**src/rtl/rgb_pwm_gen.sv**
```systemverilog
// Three-channel RGB PWM generator with boundary-synchronised settings update.
// New duty/top values are staged on load and only become active on a period
// boundary, so a period always completes with the values it started with.
// Optional build macro: RGB_PWM_ACTIVE_LOW_EN inverts Red/Green/Blue for
// common-anode LEDs (reset level and duty=0 level become 1).
module rgb_pwm_gen #(
  parameter int unsigned CNT_W    = 8,
  parameter int unsigned PRESCALE = 1
) (
  input  logic             clk,
  input  logic             rst,
  input  logic             load,
  input  logic [CNT_W-1:0] duty_r,
  input  logic [CNT_W-1:0] duty_g,
  input  logic [CNT_W-1:0] duty_b,
  input  logic [CNT_W-1:0] top,
  output logic             pending,
  output logic             period_start,
  output logic             Red,
  output logic             Green,
  output logic             Blue
);

  localparam int unsigned     PreW    = (PRESCALE > 1) ? $clog2(PRESCALE) : 1;
  localparam logic [PreW-1:0] PreLast = PreW'(PRESCALE - 1);

`ifdef RGB_PWM_ACTIVE_LOW_EN
  localparam logic OutInv = 1'b1;
`else
  localparam logic OutInv = 1'b0;
`endif

  logic [PreW-1:0]  pre_cnt_q, pre_cnt_d;
  logic [CNT_W-1:0] pwm_cnt_q, pwm_cnt_d;
  logic [CNT_W-1:0] r_q, r_d, g_q, g_d, b_q, b_d, top_q, top_d;
  logic [CNT_W-1:0] stg_r_q, stg_r_d, stg_g_q, stg_g_d, stg_b_q, stg_b_d;
  logic [CNT_W-1:0] stg_top_q, stg_top_d;
  logic             pending_q, pending_d;
  logic             period_start_q, period_start_d;
  logic             red_q, red_d, green_q, green_d, blue_q, blue_d;
  logic             tick, boundary;

  assign tick     = (pre_cnt_q == PreLast);
  assign boundary = tick && (pwm_cnt_q == top_q);

  // Prescaler and period counter; the counter wraps to 0 on a boundary.
  always_comb begin
    pre_cnt_d      = tick ? '0 : pre_cnt_q + PreW'(1);
    pwm_cnt_d      = pwm_cnt_q;
    if (tick) begin
      pwm_cnt_d = boundary ? '0 : pwm_cnt_q + CNT_W'(1);
    end
    period_start_d = boundary;
  end

  // Staging and commit of settings; a load coinciding with a boundary bypasses staging.
  always_comb begin
    r_d       = r_q;
    g_d       = g_q;
    b_d       = b_q;
    top_d     = top_q;
    stg_r_d   = stg_r_q;
    stg_g_d   = stg_g_q;
    stg_b_d   = stg_b_q;
    stg_top_d = stg_top_q;
    pending_d = pending_q;
    if (load && boundary) begin
      r_d       = duty_r;
      g_d       = duty_g;
      b_d       = duty_b;
      top_d     = top;
      pending_d = 1'b0;
    end else if (load) begin
      stg_r_d   = duty_r;
      stg_g_d   = duty_g;
      stg_b_d   = duty_b;
      stg_top_d = top;
      pending_d = 1'b1;
    end else if (boundary && pending_q) begin
      r_d       = stg_r_q;
      g_d       = stg_g_q;
      b_d       = stg_b_q;
      top_d     = stg_top_q;
      pending_d = 1'b0;
    end
  end

  // Duty compare against the current count; outputs are registered (one clk lag).
  always_comb begin
    red_d   = (pwm_cnt_q < r_q) ^ OutInv;
    green_d = (pwm_cnt_q < g_q) ^ OutInv;
    blue_d  = (pwm_cnt_q < b_q) ^ OutInv;
  end

  // State registers with asynchronous clear to the reset state.
  always_ff @(posedge clk or posedge rst) begin
    if (rst) begin
      pre_cnt_q      <= '0;
      pwm_cnt_q      <= '0;
      r_q            <= '0;
      g_q            <= '0;
      b_q            <= '0;
      top_q          <= '1;
      stg_r_q        <= '0;
      stg_g_q        <= '0;
      stg_b_q        <= '0;
      stg_top_q      <= '0;
      pending_q      <= 1'b0;
      period_start_q <= 1'b0;
      red_q          <= OutInv;
      green_q        <= OutInv;
      blue_q         <= OutInv;
    end else begin
      pre_cnt_q      <= pre_cnt_d;
      pwm_cnt_q      <= pwm_cnt_d;
      r_q            <= r_d;
      g_q            <= g_d;
      b_q            <= b_d;
      top_q          <= top_d;
      stg_r_q        <= stg_r_d;
      stg_g_q        <= stg_g_d;
      stg_b_q        <= stg_b_d;
      stg_top_q      <= stg_top_d;
      pending_q      <= pending_d;
      period_start_q <= period_start_d;
      red_q          <= red_d;
      green_q        <= green_d;
      blue_q         <= blue_d;
    end
  end

  assign pending      = pending_q;
  assign period_start = period_start_q;
  assign Red          = red_q;
  assign Green        = green_q;
  assign Blue         = blue_q;

endmodule

```
**config.mk**
```make
export PLATFORM = sky130hd
export DESIGN_NAME = rgb_pwm_gen
export DESIGN_NICKNAME = d
export VERILOG_FILES = /design/src/rtl/rgb_pwm_gen.sv
export SDC_FILE = /design/constraint.sdc
export NUM_CORES = 1
export LEC_CHECK = 0
export CAP_MARGIN = 40
export CORE_ASPECT_RATIO = 0.6
export CORE_MARGIN = 10
export CORE_UTILIZATION = 30
export CTS_CLUSTER_DIAMETER = 120
export DETAILED_ROUTE_END_ITERATION = 16
export HOLD_SLACK_MARGIN = 0.12
export PLACE_DENSITY = 0.44
export SYNTH_ARGS = -nofsm -noshare
export SYNTH_HDL_FRONTEND = slang
export SYNTH_SLANG_ARGS = --single-unit
```
**constraint.sdc**
```tcl
create_clock -name clk -period 3.2 [get_ports clk]
set_clock_uncertainty 0.1 [all_clocks]
set_input_delay 0.48 -clock clk [delete_from_list [all_inputs] [get_ports clk]]
set_output_delay 0.48 -clock clk [all_outputs]
set_load 0.05 [all_outputs]
```
### Yosys cells after proc, flatten, opt, wreduce, memory -nomap -nowiden

Index checks and enable logic that the tools add are counted.

* bits in registers: 78
* word-level logic and storage cells: 48

* add/subtract/negate cells: 2
* order comparisons: 3
* equality and inequality tests: 2
* multiplexer cells: 17
* bitwise operators: 2
* reduce and logical (&&, ||, !) cells: 7

Operators by type and width (number)
* two-way mux 8 bit: 13
* less-than comparator 8 bit: 3
* adder 8 x 1 -> 8 bit, second input constant: 1
* equality test 8 bit: 1
* two-way mux 1 bit: 4
* AND reduction 2 bit: 2
* logical AND 1 bit: 3
* nonzero test 3 bit: 1
* inequality test 2 x 1 -> 1 bit, second input constant: 1
* NOT 1 bit: 2
* nonzero test 2 bit: 1
* adder 1 bit, second input constant: 1

### Depth between registers and ports, before layout

* depth in word-level cells: 6
* depth in mapped cells: 7
* gate-level depth less buffers: 6

### Least setup slack after synthesis

OpenSTA, ideal clock, no wires.

* kind: reg2reg
* from: reg pwm_cnt_q[4]
* to: reg stg_b_q[0]
* library setup time: 0.127 ns
* arrival: 1.716 ns
* path slack: 1.257 ns
* stages on the path, launching flop included: 7
* path through: dfrtp_1 xor2_1 nor4_2 nand4_2 nand2_2 buf_6 mux2_1

* cells in the longest elaborated chain, start to end: 5

Ends and longest elaborated chain
* start, declared: line 34 `logic [CNT_W-1:0] pwm_cnt_q, pwm_cnt_d;`
* start signal, assigned: line 115 `pwm_cnt_q <= pwm_cnt_d;`
* equality test 8 bit: line 44 `assign boundary = tick && (pwm_cnt_q == top_q);`
* logical AND 1 bit: line 44
* logical AND 1 bit: line 67 `if (load && boundary) begin`
* NOT 1 bit (no source line)
* AND reduction 2 bit (no source line)
* end signal, assigned: line 122 `stg_b_q <= stg_b_d;`
* end, declared: line 36 `logic [CNT_W-1:0] stg_r_q, stg_r_d, stg_g_q, stg_g_d, stg_b_q, stg_b_d;`

Every way passes these cells.
A chain may end at the register's enable or synchronous reset.

### Final worst setup path

* from: reg pwm_cnt_q[4]
* to: reg g_q[2]

* cells in the longest elaborated chain, start to end: 5

Ends and longest elaborated chain
* equality test 8 bit *: line 44
* logical AND 1 bit *: line 44
* logical AND 1 bit (on tied branches): line 67, 79
* inequality test 2 x 1 -> 1 bit (no source line) / nonzero test 2 bit (equally long branches)
* AND reduction 2 bit (no source line)
* end signal, assigned: line 117 `g_q <= g_d;`
* end, declared: line 35 `logic [CNT_W-1:0] r_q, r_d, g_q, g_d, b_q, b_d, top_q, top_d;`

Every way passes the cells marked *; elsewhere a longest branch is shown, timed or not.

==> results.json <==
{
  "min_period_ns": 2.33,
  "path_class": "register to register",
  "mostFrequentLayoutCells": "dfrtp_1, clkdlybuf4s50_1, a22oi_1, o2bb2ai_1, mux2_1",
  "ys_types": 33,
  "port_buffers": 39,
  "seq_power_share_pct": 42.5,
  "avgSynthCellArea_sq_um": 12.4,
  "cts_tree": "done",
  "p_leak_nw": 1.96,
  "use_met1_pct": 14.9,
  "ant_nets": 0,
  "rsz0062_at_grt": "false",
  "power_frac_clock_pct": 25.3,
  "drtIter0Drc": 78,
  "layout-drive-gt1-share_pct": 12.4,
  "grt_usage_pct": 10.3,
  "worstHoldPathType": "register to register",
  "h-tree-depth": 3,
  "clk_path_buf_depth": 2,
  "place_congestion": 0.779,
  "final_max_slew_viol_count": 0,
  "vias_per_cell": 4.74,
  "die_h_um": 106,
  "final_cell_area_sq_um": 4570,
  "clock-sinks": 77,
  "dieArea_sq_um": 17400,
  "drt-wirelength-per-cell_um": 16.7,
  "slew_headroom_pct": 50.0,
  "cts_resized": 0,
  "vdd_drop_max_mv": 0.326,
  "finalSetupViolations": 0,
  "cts_root_buf": "clkbuf_16",
  "p_per_area_nw_per_um2": 823,
  "grt_pass1_vias": 2638,
  "setup_tns_ns": 0,
  "worstMarginPinSlew_ns": 0.749,
  "grt_pass1_wl_um": 14300,
  "initial_core_util_pct": 30.8,
  "clock_latency_ns": 0.34,
  "route.detailed.drc": 0,
  "yosysWarnings": 0,
  "use_met3_pct": 3.47,
  "p_sw_mw": 1.27,
  "cts_buffers": 9,
  "use_met2_pct": 14.1,
  "period_share_pct": 73.0,
  "top_usage_layer": "met1",
  "synth_seq_cells": 77,
  "total_power_mw": 3.76,
  "swShare_pct": 33.9,
  "synthesis.nets": 356,
  "final_common_cell": "dfrtp_1",
  "critical_path_arrival_ns": 2.45,
  "r2r_cells": 7,
  "netlist_top_cells_area": "dfrtp_1, mux2_1, ha_1, o2bb2ai_1, a22oi_1",
  "hold_viol_final": 0,
  "yosysTopAreaCell": "dfrtp_1",
  "min_path_cells": 1,
  "netlist_area_sq_um": 3710,
  "diodes": 0,
  "grt_antenna_before_repair": 0,
  "layout.nets": 398,
  "crit_fanout": 19,
  "combPwrFrac_pct": 32.2,
  "num_vias": 2421,
  "ios": 40,
  "clkSlewWorstSetupHoldPaths_ns": 0.06,
  "ys_seq_area_share_pct": 52.2,
  "clock.fmax_mhz": 428,
  "firstDrtPassIters": 4,
  "status": "complete, no violations",
  "core_sq_um": 12100,
  "yosysTopAreaCellShare_pct": 46.5,
  "routed_wl_um": 8510,
  "cts_setup_buffers": 0,
  "syn_inst": 299,
  "grt_max_degree": 43,
  "dp_hpwl_um": 5960,
  "crit_path_end_kind": "register",
  "grt-ovfl-total": 0,
  "cts_hold_buf": 0,
  "placed_cell_area_sq_um": 4290,
  "cap_violations": 0,
  "internal_power_mw": 2.49,
  "cp-start-kind": "register",
  "rows": 31,
  "die_x_um": 164,
  "syn_to_final_growth_pct": 23.1,
  "cp_data_required_time_ns": 3.31
}
[power by group through the flow]
stage / sequential (mW) / combinational (mW) / clock [mW]
4_1_cts: 1.61 / 1.24 / 0.977
5_1_grt: 1.65 / 1.40 / 1.02
2_1_floorplan: 1.57 / 0.884 / 0
6_report: 1.60 / 1.21 / 0.950
3_3_place_gp: 1.62 / 1.22 / 0
3_5_place_dp: 1.62 / 1.23 / 0
[cell usage after synthesis]
| cell | number |
|---|---|
| dfrtp_1 | 69 |
| a22oi_1 | 30 |
| mux2_1 | 30 |
| o2bb2ai_1 | 30 |
| ha_1 | 22 |
| inv_1 | 22 |
| clkbuf_1 | 10 |
| nor2_1 | 10 |
| xor2_1 | 10 |
| dfstp_2 | 8 |
| a21o_1 | 6 |
| and3_1 | 5 |
| nand3_1 | 5 |
| and2_1 | 4 |
| buf_2 | 4 |
| xnor2_1 | 4 |
| a211o_1 | 3 |
| a221oi_1 | 3 |
| buf_6 | 3 |
| nand2b_1 | 3 |
| o2111ai_1 | 3 |
| a32oi_1 | 2 |
| mux2_2 | 2 |
| nand2_1 | 2 |
| inv_2 | 1 |
| nand2_2 | 1 |
| nand4_2 | 1 |
| nand4b_1 | 1 |
| nor2b_1 | 1 |
| nor4_2 | 1 |
| o211ai_1 | 1 |
| o21ai_1 | 1 |
| or2_2 | 1 |
[routing by layer]
layer	wire length [um]	share of wire (%)
met1	4640	55
met2	3380	40
met3	406	4.8
met4	88	1.0
met5	0	0
[critical path, cell delays in order (launching register included)]
cell	delay, ns
dfrtp_1	0.49
xor2_1	0.19
nor4_2	0.32
nand4_2	0.18
inv_2	0.25
o21ai_2	0.23
buf_4	0.29
o2bb2ai_1	0.16
[per-stage QoR]
| step | cells | hold slack [ns] | util [%] | setup slack, ns |
|---|---|---|---|---|
| 2_1_floorplan | 299 | 0.356 | - | 0.667 |
| 3_3_place_gp | 495 | 0.374 | 35.6 | 0.867 |
| 3_5_place_dp | 495 | 0.376 | 35.6 | 0.869 |
| 4_1_cts | 511 | 0.393 | 37.9 | 0.839 |
| 5_1_grt | 511 | 0.401 | 37.9 | 0.588 |
| 6_report | 511 | 0.386 | 37.9 | 0.865 |
[sequential cells by signal, indices dropped and copies added, names as in the netlist]
name	cells
pwm_cnt_q	8
stg_top_q	8
Red	1
top_q	8
Blue	1
stg_b_q	8
stg_g_q	8
r_q	8
period_start	1
g_q	8
stg_r_q	8
b_q	8
Green	1
pending	1
[layout make-up]
cell class	instances	area, sq um
inverter	23	87.6
tap	165	206
timing repair buffer	48	458
clock buffer	10	239
fill	1181	7490
sequential	77	1940
clock inverter	6	37.5
multi-input combinational	182	1600
[final timing paths]
check / from / slack, ns / endpoint
min in group asynchronous: rst / 0.47 / stg_r_q[1]
max: pwm_cnt_q[4] / 0.87 / g_q[2]
max in group asynchronous: rst / 1.74 / top_q[1]
min reg2reg: g_q[0] / 0.39 / g_q[0]
min: g_q[0] / 0.39 / g_q[0]
max reg2reg: pwm_cnt_q[4] / 0.87 / g_q[2]
[kinds of logic (layout without fill, tap and decap cells)]
group	after synthesis	count (layout)	share of synthesized area, %
AOI/OAI and AO/OA	79	79	17.3
DFF	77	77	52.2
buffers and inverters	40	87	4.79
and+or+nand+nor	35	35	5.33
muxes	32	32	9.71
adders and majority gates	22	22	7.41
xor gates and xnor gates	14	14	3.30
(Power assumes the default switching activity.)
